**src/rtl/fetch_issue_queue.sv**
```systemverilog
// fetch_issue_queue
// -----------------
// Circular instruction buffer between fetch and decode. Fetch pushes one
// instruction per cycle with its address, mode flag, PID and TID. Decode
// receives at most one instruction per cycle through a registered output
// stage. Each issued instruction is tagged with a monotonically increasing
// major ID that survives flushes, so an ID is never reused.
//
// Ports:
//   clock_i, reset_i          clock, asynchronous active-low reset
//   enable_i + *_i fields     push request and instruction fields from fetch
//   stall_i                   decode cannot accept; the output stage holds
//   flush_i                   discard all queued and presented instructions
//   enable_o + *_o fields     instruction presented to decode
//   instructionMajId_o        major ID of the presented instruction
//   full_o, empty_o, count_o  occupancy of the queue, excluding the output stage
module fetch_issue_queue #(
    parameter int addressWidth            = 64,
    parameter int instructionWidth        = 32,
    parameter int PidSize                 = 20,
    parameter int TidSize                 = 16,
    parameter int instructionCounterWidth = 64,
    parameter int queueDepth              = 8,
    parameter int queueAddrWidth          = 3
) (
    input  logic                               clock_i,
    input  logic                               reset_i,
    input  logic                               enable_i,
    input  logic [instructionWidth-1:0]        instruction_i,
    input  logic [addressWidth-1:0]            instructionAddress_i,
    input  logic                               is64Bit_i,
    input  logic [PidSize-1:0]                 instructionPid_i,
    input  logic [TidSize-1:0]                 instructionTid_i,
    input  logic                               stall_i,
    input  logic                               flush_i,
    output logic                               enable_o,
    output logic [instructionWidth-1:0]        instruction_o,
    output logic [addressWidth-1:0]            instructionAddress_o,
    output logic                               is64Bit_o,
    output logic [PidSize-1:0]                 instructionPid_o,
    output logic [TidSize-1:0]                 instructionTid_o,
    output logic [instructionCounterWidth-1:0] instructionMajId_o,
    output logic                               full_o,
    output logic                               empty_o,
    output logic [queueAddrWidth:0]            count_o
);

    localparam logic [queueAddrWidth:0] FULL_COUNT = (queueAddrWidth+1)'(queueDepth);

    // Entry storage, one array per field
    logic [instructionWidth-1:0] mem_instr [queueDepth];
    logic [addressWidth-1:0]     mem_addr  [queueDepth];
    logic                        mem_is64  [queueDepth];
    logic [PidSize-1:0]          mem_pid   [queueDepth];
    logic [TidSize-1:0]          mem_tid   [queueDepth];

    logic [queueAddrWidth-1:0]          head;
    logic [queueAddrWidth-1:0]          tail;
    logic [queueAddrWidth:0]            count;
    logic [queueAddrWidth:0]            count_next;
    logic [instructionCounterWidth-1:0] maj_ctr;
    logic                               push;
    logic                               pop;

    assign full_o  = (count == FULL_COUNT);
    assign empty_o = (count == '0);
    assign count_o = count;

    // A push while full is dropped even if a pop frees a slot this cycle;
    // flush suppresses both push and pop.
    assign push = enable_i && !full_o && !flush_i;
    assign pop  = !stall_i && !empty_o && !flush_i;

    // Occupancy update; simultaneous push and pop leaves it unchanged.
    always_comb begin
        count_next = count;
        if (push && !pop) begin
            count_next = count + 1'b1;
        end else if (!push && pop) begin
            count_next = count - 1'b1;
        end
    end

    // Entry storage carries no reset: contents are meaningless until written,
    // and pop only reads slots that count says are occupied.
    always_ff @(posedge clock_i) begin
        if (push) begin
            mem_instr[tail] <= instruction_i;
            mem_addr[tail]  <= instructionAddress_i;
            mem_is64[tail]  <= is64Bit_i;
            mem_pid[tail]   <= instructionPid_i;
            mem_tid[tail]   <= instructionTid_i;
        end
    end

    // Pointers, occupancy, major-ID counter and the output stage. Flush wins
    // over everything except reset and deliberately leaves maj_ctr alone.
    // When decode is stalled the output stage holds completely.
    always_ff @(posedge clock_i or negedge reset_i) begin
        if (!reset_i) begin
            head                 <= '0;
            tail                 <= '0;
            count                <= '0;
            maj_ctr              <= '0;
            enable_o             <= 1'b0;
            instruction_o        <= '0;
            instructionAddress_o <= '0;
            is64Bit_o            <= 1'b0;
            instructionPid_o     <= '0;
            instructionTid_o     <= '0;
            instructionMajId_o   <= '0;
        end else if (flush_i) begin
            head     <= '0;
            tail     <= '0;
            count    <= '0;
            enable_o <= 1'b0;
        end else begin
            count <= count_next;
            if (push) begin
                tail <= tail + 1'b1;
            end
            if (pop) begin
                head                 <= head + 1'b1;
                enable_o             <= 1'b1;
                instruction_o        <= mem_instr[head];
                instructionAddress_o <= mem_addr[head];
                is64Bit_o            <= mem_is64[head];
                instructionPid_o     <= mem_pid[head];
                instructionTid_o     <= mem_tid[head];
                instructionMajId_o   <= maj_ctr;
                maj_ctr              <= maj_ctr + 1'b1;
            end else if (!stall_i) begin
                enable_o <= 1'b0;
            end
        end
    end

endmodule

```
**config.mk**
```make
export PLATFORM = sky130hd
export DESIGN_NAME = fetch_issue_queue
export DESIGN_NICKNAME = d
export VERILOG_FILES = /design/src/rtl/fetch_issue_queue.sv
export SDC_FILE = /design/constraint.sdc
export NUM_CORES = 2
export LEC_CHECK = 0
export CAP_MARGIN = 10
export CORE_MARGIN = 2
export CORE_UTILIZATION = 60
export CTS_BUF_LIST = sky130_fd_sc_hd__clkbuf_4 sky130_fd_sc_hd__clkbuf_8 sky130_fd_sc_hd__clkbuf_16
export CTS_CLUSTER_DIAMETER = 100
export DETAILED_ROUTE_END_ITERATION = 8
export GPL_TIMING_DRIVEN = 0
export PLACE_DENSITY_LB_ADDON = 0.25
export RECOVER_POWER = 50
export SLEW_MARGIN = 20
export SYNTH_ARGS = -nofsm -noshare
export SYNTH_HDL_FRONTEND = slang
export SYNTH_SLANG_ARGS = --single-unit
export TNS_END_PERCENT = 50
```
**constraint.sdc**
```tcl
create_clock -name clock_i -period 27.4 [get_ports clock_i]
set_input_delay 5.48 -clock clock_i [delete_from_list [all_inputs] [get_ports clock_i]]
set_output_delay 5.48 -clock clock_i [all_outputs]
set_load 0.02 [all_outputs]
```
==> flow_metrics.py <==
metrics = {
    "floorplan": {
        "dieArea_mm2": 0.0860,
        "start_util_pct": 60.3,
        "ios": 342,
        "fp.coreArea_mm2": 0.0833,
        "rows": 106,
        "fp.dieW_um": 293,
        "die_h_um": 293,
    },
    "setup_path": {
        "start_kind": "input port",
        "cp_data_arrival_time_ns": 13.72,
        "slowest_delay_ns": 3.80,
        "cp_common_cell": "clkbuf_1",
        "path_cells": "clkbuf_1 -> clkbuf_1 -> clkbuf_1",
        "crit_buf_inv": 3,
        "slowest_stage": "clkbuf_1",
        "r2r-start": "count_o[1]",
        "critPathKind": "in -> async",
        "worst-path-max-fanout": 96,
        "r2r_slack_ns": 23.03,
        "critical_path_required_ns": 27.05,
        "end_kind": "asynchronous set/reset pin",
        "critPathTopFamily": "buffers and inverters",
        "setup.worst_path.start": "reset_i",
    },
    "logic_synthesis": {
        "yosys-top-cells-area": "edfxtp_1 (64%), dfrtp_1 (14%), mux4_2 (12%), mux2i_1 (2.7%), mux2_2 (1.4%)",
        "netlist_area_mm2": 0.0502,
        "yosysSeqAreaShare_pct": 77.2,
        "synth_top_area_share_pct": 63.7,
        "yosysTopAreaCell": "edfxtp_1",
        "syn_area_per_cell_um2": 20.4,
        "synth-edff-count": 1064,
        "ys.flop_type": "edfxtp_1",
        "synthArstFlopShare_pct": 20.4,
        "syn_nets": 2604,
        "ys_seq_elements": 1336,
        "synthMostInstantiatedCell": "edfxtp_1",
        "synthDistinctLibCells": 40,
        "yosysWarningCount": 0,
        "synth_common_cells": "edfxtp_1 (1064), dfrtp_1 (272), mux4_2 (266)",
        "syn_inst": 2460,
    },
    "placement": {
        "port_buffers": 340,
        "gp_congestion": 0.823,
        "dpl.hpwl_um": 73500,
    },
    "status": {
        "status": "finished with violations",
        "failed_checks": "capacitance limit, slew limit",
    },
    "global_routing": {
        "grt_pass1_wl_um": 170000,
        "grt_antenna_before_repair": 41,
        "grt_max_degree": 97,
        "grt_pass1_vias": 26900,
        "grt_overflow": 0,
        "track_usage_pct": 27.3,
    },
    "sta": {
        "layout_min_cycle_time_ns": 14.07,
        "min_period_over_period_pct": 51.3,
        "setup_viol": 0,
        "tightestPinTransition_ns": 5.44,
        "slew_violations": 275,
        "rsz0062_at_grt": "no",
        "fin_setup_tns_ns": 0,
        "fmax_ghz": 0.0711,
        "fin_skew_ns": 0.0330,
        "slew_headroom_pct": -263,
        "final_hold_viol_count": 0,
    },
    "routing": {
        "dr.pass1.iters": 7,
        "vias_per_cell": 6.08,
        "via_count": 25800,
        "wirelength_um": 115000,
        "drt_iter0_drc": 2219,
        "wire_per_inst_um": 27.2,
        "drc_errors": 0,
        "postRouteAntennaNets": 0,
    },
    "final_layout": {
        "drive_gt1_share_pct": 22.1,
        "area_growth_pct": 21.7,
        "num-fill-cells": 4808,
        "nNetsFinal": 3175,
    },
    "clock_network": {
        "cts_setup_buffers": 0,
        "cts-resized-gates": 0,
        "clockBufferDepth": 3,
        "hold_buffers": 0,
        "tritoncts": "yes",
        "clkTransAtPathRegs_ns": 0.06,
        "ctsHtreeMaxLevel": 4,
        "clkSinkCount": 1336,
        "cts_made_buffers": 136,
        "clock_latency_ns": 0.73,
        "clockRootBuffer": "clkbuf_16",
    },
    "power": {
        "total_power_w": 0.00565,
        "ir_drop_mv": 0.0604,
        "leakagePower_nw": 20.6,
        "p_per_area_mw_per_mm2": 92.5,
    },
    "hold_path": {
        "hold_class": "reg -> reg",
        "hp-start": "maj_ctr[63]",
    },
    "run": {
        "cap_violations": 4,
    },
}
==> layout by cell type, fill, tap and decap left out, drive strengths merged, types with 2 or more instances in the layout <==
cell,count
mux4,266
inv,24
edfxtp,1064
buf,117
or2,2
clkdlybuf4s50,204
nor2,170
nor3,26
nand2b,3
clkinv,38
nand4,19
a21oi,137
mux2,64
bufinv,15
dfrtp,272
and3,6
ha,5
nor2b,2
mux2i,135
nand3,18
or4,2
nor4,9
and2,4
xor2,37
diode,16
or3,3
dlygate4sd3,135
nand2,31
clkbuf,285
xnor2,33
clkinvlp,6
o21ai,3
==> registers in the layout, summed over array words and instances, names as in the netlist <==
| name | count |
|---|---|
| enable_o | 1 |
| instruction_o | 32 |
| maj_ctr | 64 |
| tail | 3 |
| is64Bit_o | 1 |
| instructionTid_o | 16 |
| mem_addr | 512 |
| mem_tid | 128 |
| mem_is64 | 8 |
| instructionPid_o | 20 |
| count_o | 4 |
| head | 3 |
| instructionMajId_o | 64 |
| mem_pid | 160 |
| instructionAddress_o | 64 |
| mem_instr | 256 |
==> power breakdown <==
part | total [W] | internal (W) | switching (W)
sequential | 0.00245 | 0.00235 | 0.0000934
combinational | 0.00129 | 0.000600 | 0.000692
clock | 0.00191 | 0.00116 | 0.000753
==> logic make-up after synthesis <==
kind of cell,after synthesis,share of synthesized area (%)
compound gates,144,1.46
mux,465,16.1
flops,1336,77.2
xor+xnor,70,1.22
simple gates,299,2.77
fa+ha+maj,6,0.165
buf+inv,140,1.11
==> final timing paths <==
kind,end,depth (start not counted)
worst max-delay path,instructionAddress_o[35],3
worst max register to register,mem_instr[4][17],8
worst min-delay path,maj_ctr[63],1
worst min register to register,maj_ctr[63],1
max in group clock_i,mem_instr[4][17],7
min in group asynchronous,maj_ctr[35],1
==> cell type report <==
| class | count | area, um2 | area share (%) |
|---|---|---|---|
| sequential | 1336 | 38800 | 63.4 |
| multi-input combinational | 984 | 10900 | 17.8 |
| timing repair buffer | 433 | 4760 | 7.80 |
| clock buffer | 187 | 3970 | 6.49 |
| tap | 1080 | 1350 | 2.21 |
| clock inverter | 64 | 759 | 1.24 |
| buffer | 121 | 490 | 0.803 |
| inverter | 19 | 71.3 | 0.117 |
| antenna | 16 | 40.0 | 0.0655 |
==> per-stage QoR <==
step | area (um2) | hold WS [ns] | util, % | std cells | setup slack (ns)
2_1_floorplan | 50200 | 0.436 | - | 2460 | 11.69
3_3_place_gp | 55000 | 0.458 | 66.0 | 3880 | 1.33
3_5_place_dp | 56500 | 0.476 | 67.9 | 3973 | 18.16
4_1_cts | 61300 | 0.489 | 73.5 | 4224 | 18.88
5_1_grt | 61100 | 0.509 | 73.3 | 4231 | 11.54
6_report | 61100 | 0.478 | 73.3 | 4240 | 13.33
==> routing by layer <==
layer	up-vias	global-route usage [%]	routed length (um)
li1	11000	-	-
met1	13500	36.0	43700
met2	1063	45.3	58500
met3	256	6.21	9200
met4	32	10.2	3590
met5	-	0	203
Power figures use the tool's default switching activity.
